File: config.mk
export PLATFORM = sky130hd
export DESIGN_NAME = flash_blk_fetch
export DESIGN_NICKNAME = d
export VERILOG_FILES = /design/src/rtl/flash_blk_fetch.sv
export SDC_FILE = /design/constraint.sdc
export NUM_CORES = 1
export LEC_CHECK = 0
export CORE_MARGIN = 1.5
export CORE_UTILIZATION = 46
export CTS_BUF_LIST = sky130_fd_sc_hd__clkbuf_2
export CTS_CLUSTER_SIZE = 8
export DETAILED_ROUTE_END_ITERATION = 6
export MAX_ROUTING_LAYER = met4
export PLACE_DENSITY = 0.79
export SYNTH_ARGS = -nofsm -noshare
export SYNTH_HDL_FRONTEND = slang
export SYNTH_SLANG_ARGS = --single-unit
File: constraint.sdc
create_clock -name clk_i -period 3.4 [get_ports clk_i]
set_clock_uncertainty 0.2 [all_clocks]
set_input_delay 1.02 -clock clk_i [delete_from_list [all_inputs] [get_ports clk_i]]
set_output_delay 1.02 -clock clk_i [all_outputs]
set_load 0.05 [all_outputs]
File: src/rtl/flash_blk_fetch.sv
// ============================================================================
// Module   : flash_blk_fetch
// Purpose  : Fetches nblk 16-byte blocks from a byte-wide flash reader and
//            presents each assembled block (big-endian) on a valid/ready port.
// Options  : FLASH_FETCH_TIMEOUT_EN - when defined, a byte request that waits
//            TIMEOUT_CYC cycles without mem_ready_i aborts the fetch (err_o=1).
// Revision : 1.0 - initial release
// ============================================================================
`default_nettype none

module flash_blk_fetch #(
    parameter int TIMEOUT_CYC = 1024
) (
    input  logic         clk_i,
    input  logic         rst_i,
    input  logic         start_i,
    input  logic [23:0]  base_addr_i,
    input  logic [7:0]   nblk_i,
    output logic         busy_o,
    output logic         done_o,
    output logic         err_o,
    output logic         mem_valid_o,
    input  logic         mem_ready_i,
    output logic [23:0]  mem_addr_o,
    input  logic [7:0]   mem_rdata_i,
    output logic         blk_valid_o,
    input  logic         blk_ready_i,
    output logic [127:0] blk_data_o,
    output logic [7:0]   blk_idx_o
);

    typedef enum logic [1:0] {
        S_IDLE = 2'd0,
        S_REQ  = 2'd1,
        S_GAP  = 2'd2,
        S_OUT  = 2'd3
    } state_t;

    // A zero timeout would make every request abort before it could complete.
    if (TIMEOUT_CYC < 1) begin : g_bad_timeout
        $error("flash_blk_fetch: TIMEOUT_CYC must be at least 1");
    end

    state_t         state_q, state_d;
    logic [23:0]    base_q, base_d;
    logic [7:0]     nblk_q, nblk_d;
    logic [7:0]     blk_q, blk_d;
    logic [3:0]     byte_q, byte_d;
    logic [127:0]   data_q, data_d;
    logic           done_q, done_d;
    logic           w_timeout;

`ifdef FLASH_FETCH_TIMEOUT_EN
    localparam int c_cnt_w = $clog2(TIMEOUT_CYC + 1);
    localparam logic [c_cnt_w-1:0] c_cnt_last = c_cnt_w'(TIMEOUT_CYC - 1);

    logic [c_cnt_w-1:0] tmo_q, tmo_d;
    logic               err_q, err_d;

    // Count cycles the current byte request has been waiting; restart per byte.
    always_comb begin
        tmo_d = '0;
        if (state_q == S_REQ && !mem_ready_i) begin
            tmo_d = tmo_q + c_cnt_w'(1);
        end
    end

    assign w_timeout = (state_q == S_REQ) && !mem_ready_i && (tmo_q == c_cnt_last);

    // Timeout counter and error flag registers.
    always_ff @(posedge clk_i) begin
        if (rst_i) begin
            tmo_q <= '0;
            err_q <= 1'b0;
        end else begin
            tmo_q <= tmo_d;
            err_q <= err_d;
        end
    end

    assign err_d = w_timeout;
    assign err_o = err_q;
`else
    assign w_timeout = 1'b0;
    assign err_o     = 1'b0;
`endif

    // Next-state logic: request sequencing, byte assembly and block hand-off.
    always_comb begin
        state_d = state_q;
        base_d  = base_q;
        nblk_d  = nblk_q;
        blk_d   = blk_q;
        byte_d  = byte_q;
        data_d  = data_q;
        done_d  = 1'b0;
        case (state_q)
            S_IDLE: begin
                if (start_i) begin
                    if (nblk_i != 8'd0) begin
                        base_d  = base_addr_i;
                        nblk_d  = nblk_i;
                        blk_d   = 8'd0;
                        byte_d  = 4'd0;
                        data_d  = '0;
                        state_d = S_REQ;
                    end else begin
                        done_d = 1'b1;
                    end
                end
            end
            S_REQ: begin
                if (mem_ready_i) begin
                    // Byte k lands in the k-th most significant byte lane.
                    for (int k = 0; k < 16; k++) begin
                        if (byte_q == k[3:0]) begin
                            data_d[127-8*k -: 8] = mem_rdata_i;
                        end
                    end
                    state_d = S_GAP;
                end else if (w_timeout) begin
                    done_d  = 1'b1;
                    state_d = S_IDLE;
                end
            end
            S_GAP: begin
                if (byte_q == 4'hF) begin
                    byte_d  = 4'd0;
                    state_d = S_OUT;
                end else begin
                    byte_d  = byte_q + 4'd1;
                    state_d = S_REQ;
                end
            end
            S_OUT: begin
                if (blk_ready_i) begin
                    if (blk_q == nblk_q - 8'd1) begin
                        done_d  = 1'b1;
                        state_d = S_IDLE;
                    end else begin
                        blk_d   = blk_q + 8'd1;
                        state_d = S_REQ;
                    end
                end
            end
            default: state_d = S_IDLE;
        endcase
    end

    // State and datapath registers.
    always_ff @(posedge clk_i) begin
        if (rst_i) begin
            state_q <= S_IDLE;
            base_q  <= '0;
            nblk_q  <= '0;
            blk_q   <= '0;
            byte_q  <= '0;
            data_q  <= '0;
            done_q  <= 1'b0;
        end else begin
            state_q <= state_d;
            base_q  <= base_d;
            nblk_q  <= nblk_d;
            blk_q   <= blk_d;
            byte_q  <= byte_d;
            data_q  <= data_d;
            done_q  <= done_d;
        end
    end

    // Address wraps naturally in 24 bits; it is zero after reset since all terms are.
    assign mem_addr_o  = base_q + {12'd0, blk_q, 4'd0} + {20'd0, byte_q};
    assign mem_valid_o = (state_q == S_REQ);
    assign blk_valid_o = (state_q == S_OUT);
    assign blk_data_o  = data_q;
    assign blk_idx_o   = blk_q;
    assign busy_o      = (state_q != S_IDLE);
    assign done_o      = done_q;

endmodule

`default_nettype wire

==> flow_summary_export.csv <==
group,metric,value,unit
pwr,irDropWorstVdd,0.000499,V
timing,rsz0062_at_grt,"true",
drt,drcViolationCount,0,
global_routing,grt_use_met1,29.2,%
logic_synthesis,synth_edf_count,0,
hold_path,min_to,"base_q[8]$_SDFFE_PP0P_",
flow_run,maxCapViolCount,0,
finish,final_nets,1175,
pwr,power,7.79,mW
drt,routedWlPerCell,16.9,µm
global_routing,grt.busiest_layer,"met2",
drt,viasPerCell,5.19,
floorplan,dieWidth,135,µm
pwr,p_seq_share,32.7,%
timing,hold_slack,0.286,ns
finish,finalInstanceArea,0.0117,mm²
clocking,clk_path_buf_depth,2,
logic_synthesis,seq_area_frac_synth,44.0,%
pwr,internal_power,4.26,mW
drt,drtIter0Drc,309,
clocking,htreeDepth,4,
clocking,cts_root_buf,"clkbuf_2",
drt,detail-route-antenna-nets,0,
finish,drive_above_1_share,20.7,%
setup_path,critical_path_arrival,3.15,ns
pwr,power_density,664,mW/mm²
global_routing,grt_pass1_wl,35.3,mm
clocking,cts.sinks,175,
global_routing,grt_usage,25.5,%
drt,vias,6946,
global_routing,met3_usage,7.92,%
timing,fmax,229,MHz
placement,dpl_cell_area,0.0109,mm²
finish,final_common_cell,"clkdlybuf4s50_1",
floorplan,die_area,0.0181,mm²
setup_path,r2r-end,"blk_data_o[36]$_SDFFE_PP0P_",
floorplan,die_h,135,µm
timing,min_period,4.37,ns
placement,place_congestion,0.907,
placement,place.detailed.hpwl,15.8,mm
setup_path,crit_path_end_kind,"output port",
floorplan,row_count,47,
logic_synthesis,synth.avg_cell_area,9.26,µm²
run_status,failed_checks,"setup timing",
logic_synthesis,syn_area,0.00797,mm²
logic_synthesis,synth_flop_cell,"dfxtp_1",
global_routing,grt_start_max_net_pins,64,
global_routing,grt_pass1_vias,7021,
timing,slew-limit-headroom,49.3,%
hold_path,min_from,"base_q[8]$_SDFFE_PP0P_",
clocking,clk_pin_slew,0.25,ns
floorplan,core_area,0.0168,mm²
logic_synthesis,yosysWarnings,0,
setup_path,r2r_start,"state_q[0]$_SDFFE_PP0P_",
logic_synthesis,synth_cells,861,
setup_path,cp_max_fo,5,
pwr,power_frac_clock,13.7,%
logic_synthesis,async_flop_share,0,%
finish,area_growth,47.2,%
timing,hold_violations,0,
clocking,cts_tree,"built",
logic_synthesis,ys_ff_latch,175,
pwr,p_comb_share,53.5,%
pwr,netSwitchingFraction,45.3,%
hold_path,min_path_cells,2,
timing,timing.final.crit_share,128,%
finish,layout_common_cells,"clkdlybuf4s50_1, dfxtp_1, nor2_1, mux2i_1, nand2_1",
hold_path,hp-class,"reg2reg",
setup_path,r2r_slack,0.76,ns
logic_synthesis,ys_types,60,
setup_path,r2r_cells,8,
timing,finalSetupTns,-14.76,ns
placement,port_buffers,208,
timing,setup_ws,-0.966,ns
global_routing,antenna_found_initial,1,
setup_path,cp-start-kind,"register",
timing,setup_viol_count_final,22,
pwr,p_switching,3.53,mW
clocking,cts_made_buffers,17,
drt,first_pass_iters,5,
global_routing,overflow,0,
logic_synthesis,syn-num-nets,930,
floorplan,io_pins,210,
finish,final_util,70.0,%
run_status,outcome,"complete, but fails checks",
floorplan,start_util,47.6,%
timing,finalMaxSlewViolations,0,
drt,drt-total-wl,22.7,mm
pwr,p_leak,5.30,nW
setup_path,crit_type,"reg2out",
global_routing,use_met2,42.1,%
setup_path,critPathRequiredTime,2.18,ns
timing,tightestPinTransition,0.761,ns
clocking,clkLatencyLatePin,0.76,ns
[per-layer routing]
layer	share of wire (%)	vias up
met4	2.5	0
li1	-	3378
met3	7.7	43
met1	41	3303
met2	49	222
met5	0	-
[what timing repair did]
item,in CTS,in global routing
buffers inserted,20,11
gates resized for setup,51,35
hold buffers,0,0
pin swaps,25,18
setup endpoints to repair,25,27
cloned,0,0
[Yosys cell counts, types with 2 or more instances]
master	instances	share of area (%)
inv_1	17	0.80
xor2_1	14	1.5
buf_4	2	0.19
ha_1	23	3.6
or4_4	2	0.28
nor3b_1	2	0.19
o21ai_0	6	0.38
nor2b_1	8	0.63
a31oi_1	5	0.39
buf_6	3	0.42
nand3b_1	2	0.19
mux2i_1	130	16
o211ai_1	2	0.19
nand2_1	104	4.9
clkbuf_1	43	2.0
a21o_1	10	0.94
nor3_1	10	0.63
or3_1	2	0.16
a31o_2	2	0.22
or2_2	2	0.16
nand4_1	4	0.31
nor2_1	147	6.9
and3_2	3	0.28
and3_1	8	0.63
and2_1	8	0.63
a32oi_1	4	0.44
dfxtp_1	175	44
a21oi_1	47	3.0
nand3_1	11	0.69
o21a_1	3	0.28
nand2_2	6	0.47
o21bai_1	2	0.19
nand2_8	10	2.5
xnor2_1	16	1.8
nand2b_1	3	0.24
[worst max-delay path, stage by stage, from the launching register on]
cell	delay (ns)
dfxtp_2	0.39
ha_4	0.16
fa_2	0.39
a21oi_4	0.15
nor2_2	0.06
o211ai_1	0.27
a31oi_2	0.16
o21ai_2	0.15
buf_6	0.13
nand3b_1	0.20
xnor2_4	0.16
buf_12	0.16
[logic make-up (layout without fill, tap and decap cells)]
family,after synthesis,after routing,share of synthesized area [%]
DFF,175,175,44.0
other,1,3,0.0471
buffers and inverters,66,322,3.61
AOI/OAI and AO/OA,95,95,8.26
adders and majority gates,24,24,3.86
and+or+nand+nor,340,340,20.6
xor gates and xnor gates,30,30,3.30
muxes,130,130,16.3
[area by class of cell]
| cell class | count | area [µm²] |
|---|---|---|
| repair buffers | 275 | 2890 |
| well taps | 220 | 275 |
| flip-flops and latches | 175 | 3530 |
| multi-input cells | 620 | 4740 |
| clock inverters | 13 | 140 |
| clock buffers | 17 | 85.1 |
| diodes | 2 | 5.00 |
| inverters | 17 | 63.8 |
| fillers | 1249 | 5030 |
[how the worst max path moves through the flow]
stage	startpoint	end	slack [ns]
final	base_q[0]$_SDFFE_PP0P_	mem_addr_o[22]	-0.97
after global routing	base_q[0]$_SDFFE_PP0P_	mem_addr_o[22]	-1.15
after CTS	byte_q[0]$_SDFFE_PP0P_	mem_addr_o[22]	-0.95
after detailed placement	base_q[0]$_SDFFE_PP0P_	mem_addr_o[22]	-0.17
after global placement	base_q[0]$_SDFFE_PP0P_	mem_addr_o[22]	-0.11
after floorplan	byte_q[0]$_SDFFE_PP0P_	mem_addr_o[20]	-0.008
[power by group through the flow]
| stage | Combinational (mW) | Clock (mW) | Sequential, mW |
|---|---|---|---|
| after floorplan | 2.16 | 0 | 3.26 |
| after CTS | 4.16 | 1.09 | 2.54 |
| after global placement | 4.09 | 0 | 2.56 |
| after detailed placement | 4.12 | 0 | 2.58 |
| final | 4.17 | 1.07 | 2.55 |
| after global routing | 4.41 | 1.18 | 2.59 |
[registers in the layout (all words and copies together), names as in the netlist]
| signal | count |
|---|---|
| blk_idx_o | 8 |
| state_q | 2 |
| byte_q | 4 |
| done_o | 1 |
| base_q | 24 |
| blk_data_o | 128 |
| nblk_q | 8 |
[per-stage QoR]
stage	std cells	worst slack, ns
detailed placement	1282	-0.166
global placement	1282	-0.108
global route	1339	-1.15
finish	1339	-0.966
CTS	1332	-0.950
floorplan	861	-0.00836
Power figures use the tool's default switching activity.
